File: src/rtl/des_round_if.sv
// Handshake and f-function bus between the DES round sequencer and its surroundings.
// The slave modport is the controller's view; master is the feeder/consumer view.
interface des_round_if;
    logic        in_valid;
    logic        in_ready;
    logic [63:0] in_data;
    logic [55:0] in_key;
    logic        in_decrypt;
    logic [31:0] f_r;
    logic [55:0] f_cd;
    logic [31:0] f_in;
    logic [3:0]  round_idx;
    logic        busy;
    logic        out_valid;
    logic        out_ready;
    logic [63:0] out_data;

    modport slave (
        input  in_valid, in_data, in_key, in_decrypt, f_in, out_ready,
        output in_ready, f_r, f_cd, round_idx, busy, out_valid, out_data
    );

    modport master (
        output in_valid, in_data, in_key, in_decrypt, f_in, out_ready,
        input  in_ready, f_r, f_cd, round_idx, busy, out_valid, out_data
    );
endinterface

File: src/rtl/des_round_ctrl.sv
// Iterative DES round sequencer: one Feistel round per clock over L/R, with the
// C/D key-schedule halves rotated in place for encrypt or decrypt order.
module des_round_ctrl #(
    parameter int ROUNDS = 16
) (
    input  logic          clk,
    input  logic          rst_n,
    des_round_if.slave    bus
);
    typedef enum logic [1:0] {
        IDLE  = 2'd0,
        ROUND = 2'd1,
        DONE  = 2'd2
    } state_e;

    localparam logic [3:0] LAST_ROUND = 4'(ROUNDS - 1);
    localparam logic [4:0] ROUNDS_W   = 5'(ROUNDS);

    state_e      state_q, state_d;
    logic [31:0] l_q, l_d;
    logic [31:0] r_q, r_d;
    logic [27:0] c_q, c_d;
    logic [27:0] d_q, d_d;
    logic        dec_q, dec_d;
    logic [3:0]  round_q, round_d;

    // Key-schedule rotation amount for schedule position 1..16.
    function automatic logic [1:0] shift_amt(input logic [4:0] idx);
        logic [1:0] amt;
        case (idx)
            5'd1, 5'd2, 5'd9, 5'd16:                  amt = 2'd1;
            5'd3, 5'd4, 5'd5, 5'd6, 5'd7, 5'd8,
            5'd10, 5'd11, 5'd12, 5'd13, 5'd14, 5'd15: amt = 2'd2;
            default:                                  amt = 2'd0;
        endcase
        return amt;
    endfunction

    function automatic logic [27:0] rotl28(input logic [27:0] x, input logic [1:0] n);
        logic [27:0] y;
        case (n)
            2'd1:    y = {x[26:0], x[27]};
            2'd2:    y = {x[25:0], x[27:26]};
            default: y = x;
        endcase
        return y;
    endfunction

    function automatic logic [27:0] rotr28(input logic [27:0] x, input logic [1:0] n);
        logic [27:0] y;
        case (n)
            2'd1:    y = {x[0], x[27:1]};
            2'd2:    y = {x[1:0], x[27:2]};
            default: y = x;
        endcase
        return y;
    endfunction

    // State and datapath registers; reset discards any block in flight.
    always_ff @(posedge clk or negedge rst_n) begin
        if (!rst_n) begin
            state_q <= IDLE;
            l_q     <= 32'd0;
            r_q     <= 32'd0;
            c_q     <= 28'd0;
            d_q     <= 28'd0;
            dec_q   <= 1'b0;
            round_q <= 4'd0;
        end else begin
            state_q <= state_d;
            l_q     <= l_d;
            r_q     <= r_d;
            c_q     <= c_d;
            d_q     <= d_d;
            dec_q   <= dec_d;
            round_q <= round_d;
        end
    end

    // Next-state and datapath update for load, round iteration and output hold.
    always_comb begin
        state_d = state_q;
        l_d     = l_q;
        r_d     = r_q;
        c_d     = c_q;
        d_d     = d_q;
        dec_d   = dec_q;
        round_d = round_q;
        case (state_q)
            IDLE: begin
                if (bus.in_valid) begin
                    l_d     = bus.in_data[63:32];
                    r_d     = bus.in_data[31:0];
                    dec_d   = bus.in_decrypt;
                    round_d = 4'd0;
                    state_d = ROUND;
                    // Decrypt starts from K16, which equals the unrotated key.
                    if (bus.in_decrypt) begin
                        c_d = bus.in_key[55:28];
                        d_d = bus.in_key[27:0];
                    end else begin
                        c_d = rotl28(bus.in_key[55:28], shift_amt(5'd1));
                        d_d = rotl28(bus.in_key[27:0], shift_amt(5'd1));
                    end
                end else begin
                    state_d = IDLE;
                end
            end
            ROUND: begin
                l_d = r_q;
                r_d = l_q ^ bus.f_in;
                if (round_q == LAST_ROUND) begin
                    state_d = DONE;
                end else begin
                    round_d = round_q + 4'd1;
                    if (dec_q) begin
                        c_d = rotr28(c_q, shift_amt(ROUNDS_W - {1'b0, round_q}));
                        d_d = rotr28(d_q, shift_amt(ROUNDS_W - {1'b0, round_q}));
                    end else begin
                        c_d = rotl28(c_q, shift_amt({1'b0, round_q} + 5'd2));
                        d_d = rotl28(d_q, shift_amt({1'b0, round_q} + 5'd2));
                    end
                end
            end
            DONE: begin
                if (bus.out_ready) begin
                    state_d = IDLE;
                end else begin
                    state_d = DONE;
                end
            end
            default: begin
                state_d = IDLE;
            end
        endcase
    end

    assign bus.in_ready  = (state_q == IDLE);
    assign bus.busy      = (state_q == ROUND);
    assign bus.out_valid = (state_q == DONE);
    assign bus.out_data  = {r_q, l_q};
    assign bus.f_r       = r_q;
    assign bus.f_cd      = {c_q, d_q};
    assign bus.round_idx = round_q;
endmodule

File: src/flat_wrapper.sv
// flat-port wrapper written by rule: the top's interface ports become plain ports
module des_round_ctrl_flat 
#(
    parameter int ROUNDS = 16
)
  (clk, rst_n, bus_in_valid, bus_in_data, bus_in_key, bus_in_decrypt, bus_f_in, bus_out_ready, bus_in_ready, bus_f_r, bus_f_cd, bus_round_idx, bus_busy, bus_out_valid, bus_out_data);
  des_round_if bus_i ();
  input  logic clk;
  input  logic rst_n;
  input wire logic [$bits(bus_i.in_valid)-1:0] bus_in_valid;
  input wire logic [$bits(bus_i.in_data)-1:0] bus_in_data;
  input wire logic [$bits(bus_i.in_key)-1:0] bus_in_key;
  input wire logic [$bits(bus_i.in_decrypt)-1:0] bus_in_decrypt;
  input wire logic [$bits(bus_i.f_in)-1:0] bus_f_in;
  input wire logic [$bits(bus_i.out_ready)-1:0] bus_out_ready;
  output wire logic [$bits(bus_i.in_ready)-1:0] bus_in_ready;
  output wire logic [$bits(bus_i.f_r)-1:0] bus_f_r;
  output wire logic [$bits(bus_i.f_cd)-1:0] bus_f_cd;
  output wire logic [$bits(bus_i.round_idx)-1:0] bus_round_idx;
  output wire logic [$bits(bus_i.busy)-1:0] bus_busy;
  output wire logic [$bits(bus_i.out_valid)-1:0] bus_out_valid;
  output wire logic [$bits(bus_i.out_data)-1:0] bus_out_data;
  assign bus_i.in_valid = bus_in_valid;
  assign bus_i.in_data = bus_in_data;
  assign bus_i.in_key = bus_in_key;
  assign bus_i.in_decrypt = bus_in_decrypt;
  assign bus_i.f_in = bus_f_in;
  assign bus_i.out_ready = bus_out_ready;
  assign bus_in_ready = bus_i.in_ready;
  assign bus_f_r = bus_i.f_r;
  assign bus_f_cd = bus_i.f_cd;
  assign bus_round_idx = bus_i.round_idx;
  assign bus_busy = bus_i.busy;
  assign bus_out_valid = bus_i.out_valid;
  assign bus_out_data = bus_i.out_data;
  des_round_ctrl #(.ROUNDS(ROUNDS)) u_core (.clk(clk), .rst_n(rst_n), .bus(bus_i));
endmodule
File: config.mk
export PLATFORM = sky130hd
export DESIGN_NAME = des_round_ctrl_flat
export DESIGN_NICKNAME = d
export VERILOG_FILES = /design/src/rtl/des_round_if.sv /design/src/rtl/des_round_ctrl.sv /design/src/flat_wrapper.sv
export SDC_FILE = /design/constraint.sdc
export NUM_CORES = 1
export LEC_CHECK = 0
export CAP_MARGIN = 10
export CORE_UTILIZATION = 45
export DETAILED_ROUTE_END_ITERATION = 7
export GPL_TIMING_DRIVEN = 0
export PLACE_DENSITY = 0.82
export SYNTH_ARGS = -nofsm -noshare
export SYNTH_HDL_FRONTEND = slang
export SYNTH_SLANG_ARGS = --single-unit
File: constraint.sdc
create_clock -name clk -period 7.79 [get_ports clk]
set_input_delay 1.558 -clock clk [delete_from_list [all_inputs] [get_ports clk]]
set_output_delay 1.558 -clock clk [all_outputs]
set_load 0.05 [all_outputs]
### Yosys cells after proc, flatten, opt, wreduce, memory -nomap -nowiden

Memory sizes are Yosys's and may differ from the RTL's.
Index checks and enable logic that the tools add are counted.

* add/subtract/negate cells: 3
* bitwise gates (word level): 1
* equal/unequal tests: 18
* mux-type cells: 37
* reduce and logical (&&, ||, !) cells: 7

Operators by type and width (count)
* 28-bit case mux with 2 select lines: 6
* 28-bit two-way mux: 8
* 32-bit case mux with 2 select lines: 2
* 32-bit two-way mux: 2
* 32-bit XOR: 1
* 2-bit two-way mux: 14
* 2-bit by 1-bit == test with 1-bit output, second input constant: 5
* 2-bit == test, second input constant: 5
* 5-bit AND reduction: 2
* 4-bit two-way mux: 2
* 4-bit by 1-bit != test with 1-bit output, second input constant: 2
* 4-bit != test, second input constant: 2
* 4-bit case mux with 2 select lines: 1
* 2-bit case mux with 3 select lines: 1
* 4-bit by 2-bit adder with 5-bit output, second input constant: 1
* 5-bit by 4-bit subtractor with 5-bit output, first input constant: 1
* 4-bit by 1-bit adder with 4-bit output, second input constant: 1
* 4-bit == test, second input constant: 1
* 2-bit != test, second input constant: 2
* 2-bit AND reduction: 2
* 3-bit AND reduction: 1
* 2-bit logical NOT: 1
* 2-bit by 1-bit != test with 1-bit output, second input constant: 1
* 2-bit nonzero test: 1
* 1-bit two-way mux: 1

* memories kept: 4
* bits in registers: 127
* word-level logic and storage cells: 77
* memory bits (read-only): 256

Memory list
* (name not given): words 32, width 2, rd ports 1, clocked after memory_dff 0, write ports 0, RTL line des_round_ctrl.sv:30 `case (idx)`
* (name not given): words 32, width 2, rd ports 1, clocked after memory_dff 0, write ports 0, RTL line des_round_ctrl.sv:30
* (name not given): words 32, width 2, rd ports 1, clocked after memory_dff 0, write ports 0, RTL line des_round_ctrl.sv:30
* (name not given): words 32, width 2, rd ports 1, clocked after memory_dff 0, write ports 0, RTL line des_round_ctrl.sv:30

### Depth between registers and ports, before layout

Gate-level depths: netlist of run 1.
An unclocked memory read counts as a cell.

* depth after elaboration: 10
* depth in mapped cells: 14
* depth with buffers taken out: 11

### Worst setup path before layout of run 1

No wires, ideal clock.

* kind: register to register
* start point: register u_core.round_q[2] (netlist: u_core.bus.round_idx[2])
* end point: register u_core.c_q[0]
* clock period less this slack: 2.990 ns
* setup time: 0.131 ns
* arrival time: 2.859 ns
* stages on the path, launching flop included: 15
* path slack: 4.800 ns
* path buffers: 3
* required time: 7.659 ns
* cells stage by stage: dfrtp_1 > clkbuf_1 > inv_1 > ha_1 > nor3b_1 > a211oi_1 > o21ai_0 > o211ai_1 > ha_1 > buf_2 > buf_2 > mux2i_1 > o22ai_2 > a21oi_1 > o21ai_1

* longest elaborated chain between the ends: 10
* elaborated cells on any way between the ends: 24
* classes of those cells: 2 x add/sub; 8 x eq/ne; 11 x mux; 1 x reduce/logical; 2 x memory

Ends and longest elaborated chain
* start, declared: RTL line des_round_ctrl.sv:25 `logic [3:0] round_q, round_d;`
* start signal, assigned: RTL line des_round_ctrl.sv:76 `round_q <= round_d;`
* 5-bit by 4-bit subtractor with 5-bit output / 4-bit by 2-bit adder with 5-bit output (equally long branches): RTL line des_round_ctrl.sv:117, des_round_ctrl.sv:120
* memory read 32 x 2 bit
* 2-bit two-way mux: RTL line des_round_ctrl.sv:116 `if (dec_q) begin`
* 2-bit two-way mux: RTL line des_round_ctrl.sv:112 `if (round_q == LAST_ROUND) begin`
* 2-bit two-way mux: RTL line des_round_ctrl.sv:89 `case (state_q)`
* 2-bit == test, or another cell as far along: RTL line des_round_ctrl.sv:51 `case (n)`
* 28-bit case mux with 2 select lines (on tied branches): RTL line des_round_ctrl.sv:51, des_round_ctrl.sv:41
* 28-bit two-way mux: RTL line des_round_ctrl.sv:116
* 28-bit two-way mux: RTL line des_round_ctrl.sv:112
* 28-bit case mux with 2 select lines: RTL line des_round_ctrl.sv:89
* end signal, assigned: RTL line des_round_ctrl.sv:65 `c_q <= 28'd0;`
* end signal, assigned: RTL line des_round_ctrl.sv:73 `c_q <= c_d;`
* end, declared: RTL line des_round_ctrl.sv:22 `logic [27:0] c_q, c_d;`

Parallel ways exist; a longest one is shown, timed or not. The select of a mux whose other input is x is not followed.
A chain may end at the register's enable or synchronous reset.

### Worst setup path after layout of run 1

* start point: register u_core.state_q[1]
* end point: output bus_busy

* longest elaborated chain between the ends: 1

Ends and longest elaborated chain
* start, declared: RTL line des_round_ctrl.sv:19 `state_e state_q, state_d;`
* start signal, assigned: RTL line des_round_ctrl.sv:70 `state_q <= state_d;`
* 2-bit by 1-bit == test with 1-bit output: RTL line des_round_ctrl.sv:139 `assign bus.busy = (state_q == ROUND);`
* end, declared: RTL line flat_wrapper.sv:20 `output wire logic [$bits(bus_i.busy)-1:0] bus_busy;`

No other way between the ends.

==> results.md, run 1 <==
STA:
- Setup repair after global routing left no endpoint under its margin.
- Across all setup checks in the final design, the least slack found is around 3.4 ns.
- The final max-slew violation count is 0.
- Across the routed clock network, the largest skew measured is 0.00814 ns.
- The shortest clock period the worst path allows after layout is 4.41 ns.
- The highest achievable clock rate is 227 MHz.
- Setup violations remaining at the end of the flow were counted as 0.
- For the final routed database, the setup TNS stands at 0 ns.
- The hold violation total from the final report is 0.
- The worst relative slew slack is between 50% and 60%.
- The slew of the pin with the lowest slew margin is 0.747 ns.
- In the finished design, the share of the clock period the worst path needs comes to 56.6%.

Clock tree:
- The total CTS buffers is 17.
- For the worst-skew pair, the clock arrives at the later sink with an insertion delay of 0.42 ns.
- The number of cells upsized or downsized after cts is 0.
- The CTS tree is yes.
- The number of H-tree levels is 4.
- The number of buffers on the longest clock path is 2.
- Counting every sink on the clock net gives 127.
- The quantity of hold-fixing buffers added after cts is 0.
- After clock tree synthesis, the setup repair step added 0 buffers.
- The clock root buffer is clkbuf_16.
- The post-CTS clock slew at the launch and capture registers of the worst setup and hold paths is 0.06 ns.

Final layout:
- The final standard cell area without fillers is 12800 sq um.
- Fill cells in the final layout number around 1600.
- Of the cells placed in the final design, the portion with a size suffix greater than 1 is 13.1%.
- The combined area of the multi-input logic cells is just under 5000 sq um.
- The number of antenna diodes is 0.
- The final instance count without filler cells is 1556.
- The final net count is 1455.
- Across the whole layout, storage elements account for 3180 sq um.
- The layout-stage area growth over the synthesis result is 46.6%.

Critical path:
- The worst register-to-register path ends at u_core.c_q[26].
- The critical path starts at u_core.state_q[1].
- The capturing element type of the critical path is a primary output.
- Traced cell by cell, the critical path runs through nand2b_1 > buf_2 > inv_2 > buf_2 > buf_2 > clkdlybuf4s50_1.
- The most prevalent standard cell on the critical path is buf_2.
- The setup slack of the most critical reg-to-reg path is 4.55 ns.
- The end of the critical path is bus_busy.
- For this run, the slowest stage of the critical path takes 0.85 ns.
- The slowest stage of the critical path belongs to the cell clkdlybuf4s50_1.
- STA puts the critical path data required time at a little over 6 ns.
- The category of the critical setup timing path is flip-flop to primary output.
- The largest fanout on the critical path is 10.
- The worst setup path is launched from a flip-flop.
- The number of buffer and inverter instances along the worst setup path is 5.
- In this run the number of cells on the critical path is 6.
- The worst register-to-register path begins at u_core.bus.round_idx[2].
- Counting cells, the worst reg-to-reg path comes to 14.
- The data arrival time of the critical path is between 2 and 3 ns.
- The largest delay contributor family on the critical path is buffers and inverters.

Placed design:
- The congestion estimate from routability-driven global placement came to around 0.93.
- After legalization and detailed placement, the total HPWL measured approximately 23 mm.
- After detailed placement, the design holds a cell count of 1525.
- OpenSTA, run right after detailed placement, puts the worst setup slack at ~3.8 ns.
- The count of buffers added on input and output ports is 314.
- The placed instances occupy a cell area of 12200 sq um.

Global routing:
- The total routing resource utilization after global routing is 31.5%.
- The number of antenna violations at the first check in global routing is 0.
- The first global-routing pass estimated 48.3 mm of wire.
- The total grt overflow is 0.
- The number of global-route vias before repair is around 8500.
- Entering global routing, the biggest net connects 94 pins.

Die:
- The region available for standard cell placement spans about 19000 sq um.
- The initial standard-cell utilization of the core is 46.3%.
- The floorplan step set the die height to between 100 and 150 um.
- The number of I/O pins is 316.
- The horizontal die dimension is 141 um.
- The number of standard-cell rows in the floorplan is 50.
- The total die area is ~20000 sq um.

Route:
- For this block, the initial DRC count from the detailed router was 871.
- The number of vias in the routed layout is 8714.
- The count of nets left with antenna violations after detail routing is 0.
- The remaining design rule violation count is 0.
- After detailed routing, the number of vias per cell comes to 5.60.
- The total routed wirelength is about 31 mm.
- The pre-antenna-repair detailed-routing pass consisted of 5 iterations.
- Dividing the detail-routed wire length by the instance count gives 20.2 um.

Logic synthesis:
- During synthesis, Yosys emitted a total of 0 warnings.
- The combined area of all synthesized cells is 8740 sq um.
- The async set-or-reset flop fraction in the synthesized netlist is 100%.
- The unique cell type count in the Yosys netlist is 39.
- In this run, synthesis inferred 0 flip-flops with an integrated enable.
- Averaged over all synthesized cells, the footprint is between 9 and 10 sq um.
- The part of the Yosys area used for sequential elements is 36.4%.
- The predominant post-synthesis flop cell is dfrtp_1.
- Synthesis produced a netlist whose cell count is 950.
- Yosys attributes the largest share of cell area to dfrtp_1 36%, mux2i_1 20%, mux2_2 5.7%, nand2_1 5.3%, o21ai_0 4.4%.
- The largest total area in the synthesized netlist belongs to dfrtp_1.
- The net count after synthesis is 1121.
- The area fraction of the dominant cell type after synthesis is a little over a third.
- Counting flops and latches in the post-synthesis netlist gives between 100 and 150.

Run:
- Across the run, the number of max-cap violations was 0.

Status:
- The flow ran to the end, and the final reports show no timing, DRC or antenna violations.

Worst hold path:
- The worst hold path belongs to the class flip-flop to flip-flop.
==> synth_stat cells, types with 2 or more instances <==
| master | n |
|---|---|
| o21ai_1 | 49 |
| o211ai_1 | 2 |
| a21oi_1 | 57 |
| buf_4 | 35 |
| a22oi_1 | 6 |
| nand3_1 | 7 |
| buf_6 | 4 |
| buf_1 | 4 |
| buf_2 | 41 |
| clkbuf_1 | 23 |
| nand2b_1 | 4 |
| nor2_1 | 44 |
| xor2_1 | 22 |
| dfrtp_1 | 127 |
| o21ai_0 | 77 |
| ha_1 | 14 |
| nor2b_1 | 5 |
| nand2_1 | 123 |
| o22ai_2 | 10 |
| o22ai_1 | 46 |
| mux2i_1 | 172 |
| inv_1 | 4 |
| a31oi_1 | 2 |
| nand4_1 | 2 |
| xnor2_1 | 13 |
| mux2_2 | 44 |
==> worst min path at each step <==
stage,to,cells after the start,startpoint
finish,u_core.l_q[5],2,u_core.l_q[5]
global route,u_core.bus.f_r[30],2,u_core.bus.f_r[30]
CTS,u_core.l_q[5],2,u_core.l_q[5]
detailed placement,u_core.l_q[5],2,u_core.l_q[5]
global placement,u_core.l_q[3],2,u_core.l_q[3]
floorplan,u_core.dec_q,1,u_core.dec_q
==> registers in the layout, summed over array words and instances, names as in the netlist <==
name and cells:
u_core.bus.f_r 32, u_core.l_q 32, u_core.c_q 28, u_core.d_q 28, u_core.bus.round_idx 4, u_core.state_q 2
u_core.dec_q 1
==> kinds of logic after synthesis <==
kind of cell | after synthesis | share of synthesized area (%)
adder cells (fa/ha/maj) | 14 | 2.00
AO/OA/AOI/OAI | 256 | 16.7
multiplexers | 216 | 25.4
XOR/XNOR | 35 | 3.51
AND/OR/NAND/NOR | 189 | 8.73
buffers and inverters | 113 | 7.30
flip-flops | 127 | 36.4
==> metal layers <==
layer  vias to the layer above  track usage, %  share of wire [%]
li1                       4019               -                  -
met1                      4236            42.1                 42
met2                       395            49.9                 47
met3                        64            6.95                7.9
met4                         0            11.9                3.0
met5                         -           0.752                  0
==> layout make-up <==
cell class | instances | share of cell area [%]
multi-input cells | 710 | 38.4
flip-flops and latches | 127 | 24.8
repair buffers | 315 | 24.8
plain buffers | 108 | 4.83
clock buffers | 20 | 3.56
well taps | 260 | 2.54
clock inverters | 11 | 0.908
inverters | 5 | 0.146
==> stage by stage <==
| stage | hold WS (ns) | util [%] |
|---|---|---|
| floorplan | 0.543 | - |
| CTS | 0.541 | 67.8 |
| global route | 0.575 | 67.8 |
| detailed placement | 0.529 | 64.8 |
| finish | 0.541 | 67.8 |
| global placement | 0.527 | 64.6 |
==> placed cells by master (no fill, tap or decap), types with 6 or more instances in the layout <==
cell and n:
clkdlybuf4s50_1 313, mux2i_1 172, dfrtp_1 127, nand2_1 123, o21ai_0 77, a21oi_1 57, o21ai_1 49, o22ai_1 46
nor2_1 44, mux2_2 44, buf_2 41, buf_4 35, clkbuf_1 24, xor2_1 22, clkbuf_16 17, ha_1 14
xnor2_1 13, o22ai_2 10, nand3_1 7, a22oi_1 6
==> tightest hold or removal path, delay by kind of cell, from the launching register on <==
family           cells  cell delay [ns]
flip-flops           1             0.38
AO/OA/AOI/OAI        1             0.06
AND/OR/NAND/NOR      1             0.06
Power of run 1 is not shown: default switching activity piles up to over one toggle a cycle in this logic, so the estimate is an artifact.
==> inputs of run 2 (changes only) <==
- clock period: 7.79 -> 4.6 ns (I/O delays scaled with it)
==> results of run 2 <==
Same layout as run 1 (identical final DEF). Status: finished, final reports clean.
Main changes from that run: setup slack after placement 3.81 ns -> 1.26 ns; setup slack after layout 3.38 ns -> 0.826 ns; hold slack 0.541 ns -> 0.400 ns; register-to-register setup slack 4.55 ns -> 1.36 ns
Power of run 2 is left out for the same reason.
